File: src/rtl/fall_sequencer.sv
// ---------------------------------------------------------------------------
// fall_sequencer
//
// Game-flow controller for a 4-column by 8-row Tetris board with a single
// falling one-cell piece. It owns the settled board, schedules gravity ticks
// against player moves, locks the piece, clears a full row and detects game
// over.
//
// Parameters:
//   FALL_DIV   ACTIVE cycles per gravity step (2..255)
//   SPAWN_COL  column (0..3) where each new piece appears in row 0
//
// Ports:
//   in_clka     input   1   single clock, rising edge
//   in_restart  input   1   synchronous active-high reset
//   in_move     input   2   00 none, 01 left, 10 right, 11 hard drop
//   board_out   output  32  settled board OR active piece (bit = 4*row+col)
//   piece_row   output  3   active piece row (0 = top)
//   piece_col   output  2   active piece column
//   lines_out   output  8   cleared-line count, saturating at 255
//   game_over   output  1   high while in OVER
//   state_out   output  3   SPAWN=0 ACTIVE=1 DROP=2 LOCK=3 CLEAR=4 OVER=5
// ---------------------------------------------------------------------------
module fall_sequencer #(
    parameter int FALL_DIV  = 4,
    parameter int SPAWN_COL = 1
) (
    input  logic        in_clka,
    input  logic        in_restart,
    input  logic [1:0]  in_move,
    output logic [31:0] board_out,
    output logic [2:0]  piece_row,
    output logic [1:0]  piece_col,
    output logic [7:0]  lines_out,
    output logic        game_over,
    output logic [2:0]  state_out
);

    typedef enum logic [2:0] {
        SPAWN  = 3'd0,
        ACTIVE = 3'd1,
        DROP   = 3'd2,
        LOCK   = 3'd3,
        CLEAR  = 3'd4,
        OVER   = 3'd5
    } state_t;

    localparam logic [7:0] TICK_LAST = 8'(FALL_DIV - 1);
    localparam logic [1:0] SPAWN_C   = 2'(SPAWN_COL);

    state_t      state;
    state_t      next_state;
    logic [31:0] settled;
    logic [31:0] cleared_board;
    logic [7:0]  tick_cnt;
    logic [1:0]  prev_move;

    logic        press;
    logic        is_tick;
    logic [4:0]  piece_idx;
    logic [4:0]  below_idx;
    logic [4:0]  left_idx;
    logic [4:0]  right_idx;
    logic        below_free;
    logic        left_free;
    logic        right_free;
    logic        spawn_blocked;
    logic        row_full;

    // Board lookups around the active piece. A 5-bit {row, col} index is
    // exactly 4*row + col, so it addresses the flat board directly. The
    // neighbour indices may wrap at the edges; the row/col guards mask that.
    always_comb begin
        piece_idx     = {piece_row, piece_col};
        below_idx     = {3'(piece_row + 3'd1), piece_col};
        left_idx      = {piece_row, 2'(piece_col - 2'd1)};
        right_idx     = {piece_row, 2'(piece_col + 2'd1)};
        below_free    = (piece_row != 3'd7) && !settled[below_idx];
        left_free     = (piece_col != 2'd0) && !settled[left_idx];
        right_free    = (piece_col != 2'd3) && !settled[right_idx];
        spawn_blocked = settled[SPAWN_COL];
        row_full      = (settled[{piece_row, 2'b00} +: 4] == 4'hF);
        press         = (in_move != 2'b00) && (in_move != prev_move);
        is_tick       = (tick_cnt == TICK_LAST);
    end

    // Board after a line clear at the piece row: every row at or above the
    // piece row shifts down by one and the top row empties; rows below the
    // piece row are untouched.
    always_comb begin
        cleared_board = settled;
        for (int r = 0; r < 8; r++) begin
            if (r <= int'(piece_row)) begin
                if (r == 0) begin
                    cleared_board[3:0] = 4'h0;
                end else begin
                    cleared_board[4*r +: 4] = settled[4*(r-1) +: 4];
                end
            end
        end
    end

    // State register.
    always_ff @(posedge in_clka) begin
        if (in_restart) begin
            state <= SPAWN;
        end else begin
            state <= next_state;
        end
    end

    // Next-state logic. Gravity wins over any command on a tick cycle, so a
    // hard drop is only honoured on non-tick cycles.
    always_comb begin
        next_state = state;
        case (state)
            SPAWN:   next_state = spawn_blocked ? OVER : ACTIVE;
            ACTIVE: begin
                if (is_tick) begin
                    if (!below_free) begin
                        next_state = LOCK;
                    end
                end else if (press && (in_move == 2'b11)) begin
                    next_state = DROP;
                end
            end
            DROP: begin
                if (!below_free) begin
                    next_state = LOCK;
                end
            end
            LOCK:    next_state = CLEAR;
            CLEAR:   next_state = SPAWN;
            OVER:    next_state = OVER;
            default: next_state = SPAWN;
        endcase
    end

    // Datapath registers: piece position, tick counter, settled board, line
    // count and the previous-move register used for press-edge detection.
    // The previous-move register tracks in_move every cycle in every state
    // so a command held across a tick or a state change still acts once.
    always_ff @(posedge in_clka) begin
        if (in_restart) begin
            settled   <= 32'd0;
            piece_row <= 3'd0;
            piece_col <= SPAWN_C;
            lines_out <= 8'd0;
            tick_cnt  <= 8'd0;
            prev_move <= 2'b00;
        end else begin
            prev_move <= in_move;
            case (state)
                SPAWN: begin
                    if (!spawn_blocked) begin
                        piece_row <= 3'd0;
                        piece_col <= SPAWN_C;
                        tick_cnt  <= 8'd0;
                    end
                end
                ACTIVE: begin
                    if (is_tick) begin
                        tick_cnt <= 8'd0;
                        if (below_free) begin
                            piece_row <= piece_row + 3'd1;
                        end
                    end else begin
                        tick_cnt <= tick_cnt + 8'd1;
                        if (press) begin
                            if ((in_move == 2'b01) && left_free) begin
                                piece_col <= piece_col - 2'd1;
                            end else if ((in_move == 2'b10) && right_free) begin
                                piece_col <= piece_col + 2'd1;
                            end
                        end
                    end
                end
                DROP: begin
                    if (below_free) begin
                        piece_row <= piece_row + 3'd1;
                    end
                end
                LOCK: begin
                    settled[piece_idx] <= 1'b1;
                end
                CLEAR: begin
                    if (row_full) begin
                        settled <= cleared_board;
                        if (lines_out != 8'hFF) begin
                            lines_out <= lines_out + 8'd1;
                        end
                    end
                end
                default: begin
                end
            endcase
        end
    end

    // Output decode. The piece is only overlaid while it is actually
    // falling; in every other state the board shows settled cells only.
    always_comb begin
        board_out = settled;
        if ((state == ACTIVE) || (state == DROP)) begin
            board_out = settled | (32'd1 << piece_idx);
        end
        game_over = (state == OVER);
        state_out = state;
    end

endmodule

File: config.mk
export PLATFORM = sky130hd
export DESIGN_NAME = fall_sequencer
export DESIGN_NICKNAME = d
export VERILOG_FILES = /design/src/rtl/fall_sequencer.sv
export SDC_FILE = /design/constraint.sdc
export NUM_CORES = 1
export LEC_CHECK = 0
export CAP_MARGIN = 25
export CORE_ASPECT_RATIO = 1.1
export CORE_MARGIN = 2
export CORE_UTILIZATION = 35
export DETAILED_ROUTE_END_ITERATION = 7
export PLACE_DENSITY = 0.61
export REMOVE_ABC_BUFFERS = 1
export SLEW_MARGIN = 20
export SYNTH_ARGS = -nofsm -noshare
export SYNTH_HDL_FRONTEND = slang
export SYNTH_SLANG_ARGS = --single-unit
File: constraint.sdc
create_clock -name in_clka -period 2.9 [get_ports in_clka]
set_input_delay 0.58 -clock in_clka [delete_from_list [all_inputs] [get_ports in_clka]]
set_output_delay 0.58 -clock in_clka [all_outputs]
set_load 0.01 [all_outputs]
-- Word-level counts from Yosys, hierarchy flattened
Cells that the tools add are included.
- add/subtract/negate cells: 5
- order comparisons: 12
- equality and inequality tests: 28
- shifts and indexed selects: 2
- muxes and demuxes: 36
- bitwise logic cells: 2
- reduce and logical (&&, ||, !) cells: 30
- operators with widths (operator ; count):
    $mux 32 ; 2
    $or 32x32->32 ; 2
    $pmux 32 s2 ; 1
    $shiftx 32x6->4 ; 1
    $shl 1x5->32 const A ; 1
    $mux 4 ; 7
    $reduce_and 3->1 ; 9
    $ne 2x2->1 const B ; 13
    $lt 5x6->1 const B ; 4
    $mux 3 ; 7
    $add 8x1->8 const B ; 2
    $mux 8 ; 2
    $pmux 8 s2 ; 1
    $bmux 1 s5 ; 3
    $pmux 3 s5 ; 1
    $le 3x3->1 const A ; 4
    $mux 2 ; 5
    $ne 3x3->1 const B ; 3
    $pmux 3 s3 ; 1
    $eq 8x2->1 const B ; 1
    $logic_and 1x1->1 ; 8
    $ne 8x8->1 const B ; 1
    $reduce_bool 2->1 ; 4
    $eq 3x2->1 const B ; 2
    21 further kinds ; 30
- register bits: 58
- output and inout bits: 49
- word-level logic and storage cells: 129

-- Longest topological paths before layout
- depth in word-level cells: 11
- gate-level depth with buffers: 13

-- Least setup slack after synthesis
OpenSTA, ideal clock, no wires.
- path kind: reg2reg
- start: reg piece_col[0]
- end: reg piece_col[1]
- setup time: 0.076 ns
- data arrival time: 3.042 ns
- required time: 2.824 ns
- path slack: -0.218 ns
- cell stages (with the launch flop): 12
- buffers on the path: 4
- cells stage by stage: dfxtp_1 -> buf_4 -> buf_2 -> buf_2 -> inv_1 -> ha_1 -> buf_2 -> mux4_2 -> a211oi_1 -> o2111ai_1 -> o22a_1 -> o21ai_0
- word-level cells in the longest chain between the ends: 10
- elaborated cells on any way between the ends: 21
- those cells by class: add/sub (2); eq/ne (2); mux (9); reduce/logical (8)
- ends and longest elaborated chain (what ; line ; source):
    start, declared ; 33 ; output logic [1:0] piece_col,
    start signal, assigned ; 171 ; piece_col <= piece_col - 2'd1;
    start signal, assigned ; 173 ; piece_col <= piece_col + 2'd1;
    $sub 2x1->2 ; 76, 171 ;
    $bmux 1 s5 ; 79 ; left_free = (piece_col != 2'd0) && !settled[left_idx];
    $mux 1 (not written as such) ; 79 ;
    $logic_not 1->1 ; 79 ;
    $logic_and 1x1->1 ; 79 ;
    $logic_and 1x1->1 ; 170 ; if ((in_move == 2'b01) && left_free) begin
    $mux 2 ; 170 ;
    $mux 2 ; 169 ; if (press) begin
    $mux 2 ; 162 ; if (is_tick) begin
    $pmux 2 s2 ; 153 ; case (state)
Parallel ways exist; a longest one is shown, timed or not. The select of a mux whose other input is x is not followed.
A chain may end at the register's enable or synchronous reset.

-- Worst setup path after layout
- start: reg piece_row[2]
- end: out board_out[17]
- word-level cells in the longest chain between the ends: 3
- ends and longest elaborated chain (what ; line ; source):
    start, declared ; 32 ; output logic [2:0] piece_row,
    start signal, assigned ; 165 ; piece_row <= piece_row + 3'd1;
    start signal, assigned ; 180 ; piece_row <= piece_row + 3'd1;
    $shl 1x5->32 ; 205 ; board_out = settled | (32'd1 << piece_idx);
    $or 32x32->32 ; 205 ;
    $mux 32 ; 204 ; if ((state == ACTIVE) || (state == DROP)) begin
    end, declared ; 31 ; output logic [31:0] board_out,
Every way passes these cells.

==> results.md <==
- The run finished with clean final reports.
- The number of cells in the design after placement is 724.
- The critical path's largest stage delay is 530 ps.
- The tightest slew margin relative to the limit is 0.4620.
- In this run the worst hold path is classified as reg2reg.
- The H-tree was split into 3 levels.
- The cell family contributing the most delay on the critical path is simple AND/OR/NAND/NOR gates.
- The residual antenna-violating net count after detailed routing is 0.
- The placeable core area is 11980 sq um.
- The average instance area after synthesis is 8.230 sq um.
- The maximum VDD drop is 0.3099 mV.
- In the synthesized netlist the dominant register cell turns out to be sky130_fd_sc_hd__dfxtp_1.
- The count of endpoints failing hold in the final timing report is 0.
- The synthesized netlist cell count is 521.
- The fraction of layout instances using a drive strength above 1 is 0.1681.
- At the end of routability-driven placement, the weighted congestion stood at 0.8973.
- The final number of max-transition violations is 0.
- The area after detailed placement is 5079 sq um.
- The initialized floorplan defines 42 standard-cell rows.
- The detailed-route vias per instance is 6.083.
- Across the whole layout, storage elements account for 1162 sq um.
- The worst setup path is captured at an output pin.
- Summed over all cells, the static leakage comes to 2.071 nW.
- On the critical path, the stage with the largest delay is an instance of sky130_fd_sc_hd__dfxtp_1.
- Traced cell by cell, the critical path runs through nor2b_1 -> and2_1 -> a31o_2 -> clkdlybuf4s50_1.
- The class of the most critical setup path is reg2out.
- Global routing finished with a remaining overflow of 0.
- 0 antenna diodes ended up in the layout.
- In this run the horizontal extent of the chip is 109.5 microns.
- The worst reg-to-reg path cell count is 8.
- The number of antenna violations at the first check in global routing is 0.
- The wire length of the first global-routing pass is 23.94 mm.
- In this run, synthesis inferred 0 flip-flops with an integrated enable.
- Setup violations remaining at the end of the flow were counted as 0.
- The worst setup path is launched from a flip-flop.
- STA puts the critical path data required time at 2320 ps.
- The die is 120.1 microns tall.
- Across all layers, the routed design uses 4520 vias.
- The final layout contains routed wiring with a total length of 15.07 mm.
- The detailed placer's ending HPWL is 10.80 mm.
- The number of clock sinks seen by CTS is 58.
- The TritonCTS clock tree is yes.
- The combined area of all synthesized cells is 4288 sq um.
- For this run, the post-layout net count is 598.
- The filler-free cell count of the finished design is 743.
- The routed design could run at a clock period as short as 2828 ps.
- Together, buffers and inverters on the worst path number 1.
- The growth of design area from synthesis to finish is 27.28%.
- The arrival time reported for the critical path endpoint is 2250 ps.
- The count of distinct cell types in the synthesized netlist is 62.
- Max-cap violations in this run came to 0.
- The clock slew at the register clock pins of the worst setup and hold paths is 50 ps.
- Across every metal layer, demand over resource in global routing totals 0.2383.
- The largest driver fanout on the critical path is 10.
- Along the worst hold path, the cell count comes to 1.
- The worst-skew pair later-pin latency is 330 ps.
- The maximum buffer depth of the clock tree is 2.
- The setup TNS is 0 ps.
- The fill cell total of the finished layout is 1211.
- Timing would allow up to 0.3537 GHz.
- The die footprint is 13150 sq um.
- Dividing the detail-routed wire length by the instance count gives 20.28 microns.
- The post-synthesis async set-or-reset flop share is 0.
- In this run the most critical hold path is launched from tick_cnt[0].
- The worst slack on hold paths is 494.7 ps.
- For this run, the number of Yosys warnings is 0.
- The post-route total power is 2.944 mW.
- The initial standard-cell utilization of the core is 0.3579.
- The number of global-route vias before repair is 4404.
- 53 I/O pins were placed.
- Counting flops and latches in the post-synthesis netlist gives 58.
- The area used by multi-input combinational logic is 2918 sq um.
- Dividing total power by cell area gives a power density of 539.3 nW/um^2.
- In this run, CTS created clock tree buffers numbering 9.
- The register area share after synthesis is 0.2708.
- The actual transition at the worst max-transition pin is 802.1 ps.
- The endpoint of the worst hold-timing path is tick_cnt[0].
- The count of buffers from port buffering is 52.
- For this run, design rule violations remaining after detail routing come to 0.
- The setup slack of the worst register-to-register path is 290 ps.
- The worst clock skew on the final layout is 6.742 ps.
- The maximum number of pins on one net before global-route repair is 39.
- In this run the critical register-to-register path is captured at settled[28].
- Clock tree synthesis selected as its root buffer the cell sky130_fd_sc_hd__clkbuf_16.
- The ratio of final minimum period to clock period is 0.9750.
- The number of search-and-repair iterations in the first detailed-routing pass is 5.
- The design area is 5458 sq um.
- After the first detailed-routing iteration, the DRC count stood at 456.
- The worst register-to-register path begins at piece_row[0].
-- cell families after synthesis --
family / count (synthesis) / synth area share
buffers and inverters: 50 / 0.05223
adder cells (fa/ha/maj): 9 / 0.02626
flip-flops: 58 / 0.2708
AND/OR/NAND/NOR: 209 / 0.2273
multiplexers: 36 / 0.1628
AO/OA/AOI/OAI: 157 / 0.2565
XOR/XNOR: 2 / 0.004086
-- cells in the mapped netlist, drive strengths merged (9+ instances only) --
cell type,n,area share
a211oi,13,0.023
a21oi,39,0.046
a31o,9,0.018
buf,18,0.024
clkbuf,15,0.013
dfxtp,58,0.27
ha,9,0.026
inv,15,0.013
mux2i,9,0.021
mux4,27,0.14
nand2,59,0.052
nand3,29,0.037
nor2,67,0.059
nor2b,10,0.015
nor3,12,0.014
o21ai,30,0.035
o21bai,16,0.028
-- metrics by stage --
stage,worst slack [ps],utilization
floorplan,-655.5,-
global placement,333.5,0.4239
detailed placement,255.6,0.4239
CTS,8.353,0.4502
global route,-6.542,0.4555
finish,72.46,0.4555
-- flip-flops by register name, indices dropped and copies added (netlist names) --
signal / count
lines_out: 8
piece_col: 2
piece_row: 3
prev_move: 2
settled: 32
state_out: 3
tick_cnt: 8
-- worst max path at each step --
stage                             from            end  slack [ps]  cells past startpoint
after floorplan           piece_col[0]   piece_col[1]        -660                      8
after global placement    piece_row[0]     settled[4]         330                      8
after detailed placement  state_out[0]  board_out[24]         260                      6
after CTS                 state_out[0]  board_out[24]           8                      6
after global routing      state_out[1]   board_out[6]          -7                      7
final                     piece_row[2]  board_out[17]          70                      4
-- per-layer routing --
| metal | GRT usage | up-vias | share of wire |
|---|---|---|---|
| li1 | - | 2077 | - |
| met1 | 0.3253 | 2184 | 0.42 |
| met2 | 0.3630 | 222 | 0.47 |
| met3 | 0.04508 | 37 | 0.076 |
| met4 | 0.1060 | 0 | 0.034 |
| met5 | 0 | - | 0 |
-- area by class of cell --
class | instances | area share
sequential | 58 | 0.2130
inverter | 17 | 0.01169
multi-input combinational | 413 | 0.5346
clock inverter | 3 | 0.01192
tap | 154 | 0.03530
clock buffer | 12 | 0.04333
timing repair buffer | 86 | 0.1502
-- placed cells by master, fill, tap and decap left out, types with 3 or more instances in the layout --
cell,netlist,layout
sky130_fd_sc_hd__a2111oi_0,5,5
sky130_fd_sc_hd__a211oi_1,13,13
sky130_fd_sc_hd__a21o_1,3,3
sky130_fd_sc_hd__a21oi_1,38,38
sky130_fd_sc_hd__a311oi_1,3,3
sky130_fd_sc_hd__a31o_2,9,9
sky130_fd_sc_hd__a31oi_1,3,3
sky130_fd_sc_hd__and2_1,4,4
sky130_fd_sc_hd__and3_1,7,7
sky130_fd_sc_hd__buf_4,3,32
sky130_fd_sc_hd__clkbuf_1,15,3
sky130_fd_sc_hd__clkbuf_16,0,9
sky130_fd_sc_hd__clkdlybuf4s50_1,0,41
sky130_fd_sc_hd__dfxtp_1,58,57
sky130_fd_sc_hd__dlymetal6s2s_1,0,11
sky130_fd_sc_hd__ha_1,9,9
sky130_fd_sc_hd__inv_1,14,14
sky130_fd_sc_hd__mux2i_1,9,9
sky130_fd_sc_hd__mux4_2,27,27
sky130_fd_sc_hd__nand2_1,59,55
sky130_fd_sc_hd__nand2_2,0,4
sky130_fd_sc_hd__nand2b_1,5,5
sky130_fd_sc_hd__nand3_1,28,28
sky130_fd_sc_hd__nand4_1,3,3
sky130_fd_sc_hd__nor2_1,67,66
sky130_fd_sc_hd__nor2b_1,10,9
sky130_fd_sc_hd__nor3_1,12,12
sky130_fd_sc_hd__o211ai_1,5,5
sky130_fd_sc_hd__o21ai_0,30,30
sky130_fd_sc_hd__o21bai_1,16,16
sky130_fd_sc_hd__o221a_2,4,4
sky130_fd_sc_hd__o31ai_1,8,8
-- timing repair --
item | 4_1_cts | 5_1_grt
hold endpoints to repair | 0 | 0
buffers inserted | 0 | 4
endpoints found under the setup margin | 23 | 24
gates resized for setup | 5 | 14
hold buffers | 0 | 0
-- where the power goes --
| part | total (mW) | internal [mW] | switching, mW |
|---|---|---|---|
| sequential | 0.882 | 0.835 | 0.0476 |
| combinational | 0.948 | 0.381 | 0.567 |
| clock | 1.11 | 0.746 | 0.367 |
| total | 2.94 | 1.96 | 0.982 |
Note: power is estimated with default switching activity, not from simulation.
